===== src/rtl/cdb_arbiter.sv =====
// CDB completion arbiter: per-FU result FIFOs drained onto WAYS common-data-bus
// lanes in round-robin order, with a synchronous nuke that discards every queued result.
module cdb_arbiter #(
   parameter int WAYS   = 2,
   parameter int NUM_FU = 4,
   parameter int QDEPTH = 2,
   parameter int ROB    = 32,
   parameter int PRF    = 64,
   parameter int XLEN   = 32
) (
   input  logic                                  clock,
   input  logic                                  reset,
   input  logic                                  nuke,
   input  logic [NUM_FU-1:0]                     fu_valid,
   input  logic [NUM_FU-1:0][$clog2(ROB)-1:0]    fu_rob_idx,
   input  logic [NUM_FU-1:0][$clog2(PRF)-1:0]    fu_dest_PRN,
   input  logic [NUM_FU-1:0]                     fu_reg_write,
   input  logic [NUM_FU-1:0][XLEN-1:0]           fu_value,
   input  logic [NUM_FU-1:0]                     fu_direction,
   input  logic [NUM_FU-1:0][XLEN-1:0]           fu_target,
   output logic [NUM_FU-1:0]                     fu_ready,
   output logic [WAYS-1:0]                       CDB_valid,
   output logic [WAYS-1:0][$clog2(ROB)-1:0]      CDB_ROB_idx,
   output logic [WAYS-1:0][$clog2(PRF)-1:0]      CDB_dest_PRN,
   output logic [WAYS-1:0]                       CDB_reg_write,
   output logic [WAYS-1:0][XLEN-1:0]             CDB_value,
   output logic [WAYS-1:0]                       CDB_direction,
   output logic [WAYS-1:0][XLEN-1:0]             CDB_target
);

   localparam int ROB_W = $clog2(ROB);
   localparam int PRN_W = $clog2(PRF);
   localparam int PTR_W = (QDEPTH > 1) ? $clog2(QDEPTH) : 1;
   localparam int CNT_W = $clog2(QDEPTH) + 1;
   localparam int RR_W  = (NUM_FU > 1) ? $clog2(NUM_FU) : 1;

   localparam logic [PTR_W-1:0] PTR_LAST = PTR_W'(QDEPTH - 1);
   localparam logic [CNT_W-1:0] CNT_FULL = CNT_W'(QDEPTH);

   typedef struct packed {
      logic [ROB_W-1:0] rob_idx;
      logic [PRN_W-1:0] dest_prn;
      logic             reg_write;
      logic [XLEN-1:0]  value;
      logic             direction;
      logic [XLEN-1:0]  target;
   } entry_t;

   entry_t           r_mem   [NUM_FU][QDEPTH];
   logic [PTR_W-1:0] r_head  [NUM_FU];
   logic [PTR_W-1:0] r_tail  [NUM_FU];
   logic [CNT_W-1:0] r_count [NUM_FU];
   logic [RR_W-1:0]  r_rr_ptr;

   logic [NUM_FU-1:0] w_ready;
   logic [NUM_FU-1:0] w_nonempty;
   logic [NUM_FU-1:0] w_enq;
   logic [NUM_FU-1:0] w_grant;
   logic              w_any_grant;
   logic [RR_W-1:0]   w_rr_next;
   logic [WAYS-1:0]   w_lane_valid;
   logic [RR_W-1:0]   w_lane_fu    [WAYS];
   entry_t            w_fu_entry   [NUM_FU];
   entry_t            w_head_entry [NUM_FU];
   entry_t            w_lane_entry [WAYS];

   function automatic logic [PTR_W-1:0] ptr_inc(input logic [PTR_W-1:0] p);
      return (p == PTR_LAST) ? '0 : p + PTR_W'(1);
   endfunction

   // Readiness looks only at the registered count, so a full queue stays
   // closed in the cycle it drains; nuke does not gate it.
   always_comb begin
      for (int f = 0; f < NUM_FU; f++) begin
         w_ready[f]    = !reset && (r_count[f] < CNT_FULL);
         w_nonempty[f] = (r_count[f] != '0);
         w_enq[f]      = fu_valid[f] && w_ready[f] && !nuke;

         w_fu_entry[f].rob_idx   = fu_rob_idx[f];
         w_fu_entry[f].dest_prn  = fu_dest_PRN[f];
         w_fu_entry[f].reg_write = fu_reg_write[f];
         w_fu_entry[f].value     = fu_value[f];
         w_fu_entry[f].direction = fu_direction[f];
         w_fu_entry[f].target    = fu_target[f];

         w_head_entry[f] = r_mem[f][r_head[f]];
      end
   end

   assign fu_ready = w_ready;

   // Round-robin scan starting at r_rr_ptr; grants fill lanes in scan order.
   always_comb begin
      int n_grants;
      // NOTE: every output of a combinational block is defaulted up front so
      // that no path through the loops leaves a value held, which would infer a latch.
      n_grants     = 0;
      w_grant      = '0;
      w_lane_valid = '0;
      w_rr_next    = r_rr_ptr;
      for (int w = 0; w < WAYS; w++) begin
         w_lane_fu[w] = '0;
      end
      if (!reset && !nuke) begin
         for (int k = 0; k < NUM_FU; k++) begin
            for (int f = 0; f < NUM_FU; f++) begin
               if (f == (int'(r_rr_ptr) + k) % NUM_FU && w_nonempty[f] && n_grants < WAYS) begin
                  w_grant[f] = 1'b1;
                  for (int w = 0; w < WAYS; w++) begin
                     if (w == n_grants) begin
                        w_lane_valid[w] = 1'b1;
                        w_lane_fu[w]    = RR_W'(f);
                     end
                  end
                  n_grants  = n_grants + 1;
                  w_rr_next = RR_W'((f + 1) % NUM_FU);
               end
            end
         end
      end
   end

   assign w_any_grant = |w_grant;

   // Lane mux: an idle lane carries all-zero fields.
   always_comb begin
      for (int w = 0; w < WAYS; w++) begin
         w_lane_entry[w] = '0;
         for (int f = 0; f < NUM_FU; f++) begin
            if (w_lane_valid[w] && w_lane_fu[w] == RR_W'(f)) begin
               w_lane_entry[w] = w_head_entry[f];
            end
         end
      end
   end

   always_comb begin
      CDB_valid = w_lane_valid;
      for (int w = 0; w < WAYS; w++) begin
         CDB_ROB_idx[w]   = w_lane_entry[w].rob_idx;
         CDB_dest_PRN[w]  = w_lane_entry[w].dest_prn;
         CDB_reg_write[w] = w_lane_entry[w].reg_write;
         CDB_value[w]     = w_lane_entry[w].value;
         CDB_direction[w] = w_lane_entry[w].direction;
         CDB_target[w]    = w_lane_entry[w].target;
      end
   end

   // NOTE: sequential state uses non-blocking assignments so every register
   // samples the pre-edge values regardless of statement order.
   always_ff @(posedge clock) begin
      if (reset || nuke) begin
         for (int f = 0; f < NUM_FU; f++) begin
            r_head[f]  <= '0;
            r_tail[f]  <= '0;
            r_count[f] <= '0;
         end
         r_rr_ptr <= '0;
      end else begin
         for (int f = 0; f < NUM_FU; f++) begin
            if (w_enq[f]) begin
               r_tail[f] <= ptr_inc(r_tail[f]);
            end
            if (w_grant[f]) begin
               r_head[f] <= ptr_inc(r_head[f]);
            end
            if (w_enq[f] && !w_grant[f]) begin
               r_count[f] <= r_count[f] + CNT_W'(1);
            end else if (!w_enq[f] && w_grant[f]) begin
               r_count[f] <= r_count[f] - CNT_W'(1);
            end
         end
         if (w_any_grant) begin
            r_rr_ptr <= w_rr_next;
         end
      end
   end

   // NOTE: the entry storage is deliberately not reset; the counts and
   // pointers alone decide which slots hold live data.
   always_ff @(posedge clock) begin
      for (int f = 0; f < NUM_FU; f++) begin
         if (w_enq[f]) begin
            r_mem[f][r_tail[f]] <= w_fu_entry[f];
         end
      end
   end

endmodule


===== config.mk =====
export PLATFORM = sky130hd
export DESIGN_NAME = cdb_arbiter
export DESIGN_NICKNAME = d
export VERILOG_FILES = /design/src/rtl/cdb_arbiter.sv
export SDC_FILE = /design/constraint.sdc
export NUM_CORES = 1
export LEC_CHECK = 0
export CELL_PAD_IN_SITES_DETAIL_PLACEMENT = 1
export CELL_PAD_IN_SITES_GLOBAL_PLACEMENT = 2
export CORE_MARGIN = 2
export CORE_UTILIZATION = 41
export DETAILED_ROUTE_END_ITERATION = 7
export GPL_ROUTABILITY_DRIVEN = 0
export PLACE_DENSITY = 0.84
export SLEW_MARGIN = 20
export SYNTH_ARGS = -nofsm -noshare
export SYNTH_HDL_FRONTEND = slang
export SYNTH_SLANG_ARGS = --single-unit
export TNS_END_PERCENT = 1

===== constraint.sdc =====
create_clock -name clock -period 45.8 [get_ports clock]
set_input_delay 9.16 -clock clock [delete_from_list [all_inputs] [get_ports clock]]
set_output_delay 9.16 -clock clock [all_outputs]
set_load 0.03 [all_outputs]

==> out/metrics.yaml <==
logic_synthesis:
  synth_top_area_share_pct: 65.1
  synthSimpleGateAreaFrac_pct: 5.26
  yosysMostFrequentCell: "edfxtp_1"
  synthAdderAreaFrac_pct: 1.79
  synth_cell_types: 78
  synth_seq_area_share_pct: 65.2
  avgSynthCellArea_sq_um: 14.5
  synth_edf_count: 632
  synth_cells: 2011
  synth_top_cell_by_area: "edfxtp_1"
  netlist_top_cells_count: "edfxtp_1 (632), nand2_1 (196), mux2i_1 (159)"
  synth.area.top_cells: "edfxtp_1 (65%), mux2_2 (5.9%), mux2i_1 (5.5%)"
  ys_ff_latch: 634
  synth-xor-area-share_pct: 0.584
  synth_fp_nets: 2367
  synthFlopType: "edfxtp_1"
  synth_top_family_by_area: "compound AO/OA/AOI/OAI gates"
  ys_async_sr_fraction_pct: 0
  synth_compound_area_share_pct: 13.0
  synthMuxAreaShare_pct: 11.5
  yosysWarnings: 0
  synth_area_sq_um: 29200
cts:
  cts_hold_buffers: 0
  tritoncts: "built"
  clk_pin_slew_worst_paths_ns: 0.06
  cts.repair.resized: 0
  cts_root_buf: "clkbuf_16"
  post_cts_buffers: 0
  cts_buffer_depth: 3
  cts_buffers: 70
  h-tree-depth: 3
  clock_latency_ns: 0.61
  cts_sinks: 634
timing:
  hold_viol: 0
  worstMarginPinSlew_ns: 1.15
  rsz0062_at_grt: "false"
  relSlewSlack_pct: 23.1
  clock_skew_ns: 0.0230
  min_period_ns: 26.75
  whs_ns: 0.603
  fin_tns_setup_ns: 0
  drv_slew: 0
  clock.fmax_mhz: 37.4
  post-route-period-util_pct: 58.4
  final.setup.worst_slack_ns: 19.05
  setup_violations: 0
global_route:
  antenna_found_initial: 48
  grt_overflow: 0
  grt_usage_pct: 27.8
  grt_max_degree: 64
  first_global_vias: 22182
  grt_pass1_wl_um: 150000
critical_path:
  path_delay_family: "compound AO/OA/AOI/OAI gates"
  cp_slowest_cell: "a2111oi_0"
  cp_common_cell: "ha_1"
  worstSetupPathDepth: 50
  arrival_ns: 17.59
  worst_ep_required_time_ns: 36.64
  worst_r2r_path_depth: 45
  startpoint: "r_rr_ptr[0]"
  rr_startpoint: "r_rr_ptr[0]"
  r2r-end: "r_rr_ptr[1]"
  critPathLaunchType: "flip-flop"
  path_class: "reg -> out"
  cp-end-kind: "output port"
  slowest_delay_ns: 0.88
  cp_max_fo: 41
  endpoint: "CDB_target[3]"
  reg2reg_setup_slack_ns: 31.82
  critPathBufInv: 5
drt:
  drt_iter0_drc: 1890
  num_vias: 20834
  totalWireLength_um: 104000
  drc_errors: 0
  vias_per_cell: 6.00
  drt_first_pass_iters: 5
  avgRoutedWirePerCell_um: 29.9
  ant_nets: 0
status:
  outcome: "finished, final reports clean"
die:
  die_w_um: 271
  core_area_sq_um: 70300
  die_h_um: 271
  die-area_sq_um: 73300
  rows: 97
  start_util_pct: 41.5
  io_pins: 475
pwr:
  ir_worst_vdd_uv: 51.1
  p_leak_nw: 11.8
  p_per_area_nw_per_um2: 65.1
worst_hold_path:
  hold_path.class: "reg -> reg"
  hold_depth: 1
placed_design:
  portBuffers: 474
  post-place-ws_ns: 19.91
  dp_hpwl_um: 68400
finish:
  n_fill_cell: 6817
  layout-drive-gt1-share_pct: 14.2
  regArea_sq_um: 19000
  syn2layout_area_growth_pct: 27.5
  multi_input_area_sq_um: 9500
  nNetsFinal: 2806
job:
  cap_violations: 0
## layout make-up
class	count	share of cell area [%]
flip-flops and latches	634	51.2
multi-input cells	1192	25.6
repair buffers	515	13.6
clock buffers	89	4.96
well taps	940	3.16
clock inverters	35	0.946
inverters	37	0.377
diodes	33	0.222
## worst min-delay path by stage
| stage | startpoint | to | slack (ns) |
|---|---|---|---|
| after floorplan | r_count[3][0] | r_count[3][0] | 0.54 |
| after global placement | r_count[3][0] | r_count[3][0] | 0.55 |
| after detailed placement | r_count[3][0] | r_count[3][0] | 0.61 |
| after CTS | r_count[3][0] | r_count[3][0] | 0.60 |
| after global routing | r_count[3][0] | r_count[3][0] | 0.63 |
| final | r_count[3][0] | r_count[3][0] | 0.60 |
## power by group
| group | switching, mW | internal [mW] | total, mW |
|---|---|---|---|
| combinational | 0.802 | 0.387 | 1.19 |
| clock | 0.232 | 0.320 | 0.552 |
| sequential | 0.0102 | 0.667 | 0.677 |
## layout by cell type, fill, tap and decap left out, types with 3 or more instances in the layout
cell type,n
nor2b_1,7
edfxtp_1,632
clkbuf_1,18
and3_1,3
o21ai_0,83
clkinvlp_4,3
o211ai_1,153
diode_2,33
nor4_1,7
o221ai_1,127
clkbuf_16,71
and2_1,7
mux2i_1,159
o22ai_1,4
xnor2_1,11
o32ai_1,4
inv_1,34
ha_1,40
a211oi_1,3
nand2_1,196
clkdlybuf4s50_1,474
and3_4,4
nor2_1,39
o211a_1,3
o221ai_2,28
or3_1,9
a21boi_0,3
nor3_1,27
buf_4,40
a22oi_1,4
mux2_2,154
clkinv_2,14
nand2b_1,8
a21oi_1,29
bufinv_16,6
clkinv_1,10
a21o_1,5
nor3_2,5
nand3_1,6
a22o_1,3
## metrics by stage
| stage | util, % | instances | power (mW) | instance area, sq um |
|---|---|---|---|---|
| after floorplan | - | 2011 | 1.41 | 29200 |
| after global placement | 49.6 | 3317 | 1.83 | 34900 |
| after detailed placement | 49.6 | 3318 | 1.86 | 34900 |
| after CTS | 52.8 | 3442 | 2.42 | 37100 |
| after global routing | 52.9 | 3469 | 2.51 | 37200 |
| final | 52.9 | 3475 | 2.42 | 37200 |
## cell families after synthesis
| group | after synthesis |
|---|---|
| compound gates | 483 |
| xor+xnor | 16 |
| fa+ha+maj | 41 |
| buf+inv | 185 |
| flops | 634 |
| mux | 314 |
| simple gates | 338 |
## registers in the layout, summed over array words and instances, names as in the netlist
| register | flops |
|---|---|
| r_mem | 616 |
| r_count | 8 |
| r_head | 4 |
| r_tail | 4 |
| r_rr_ptr | 2 |
## layer usage
layer	share of wire, %	track usage [%]
met5	0.22	0
met4	3.4	12.2
met3	7.8	6.43
met2	50	46.3
met1	39	34.5
(Power assumes the default switching activity.)
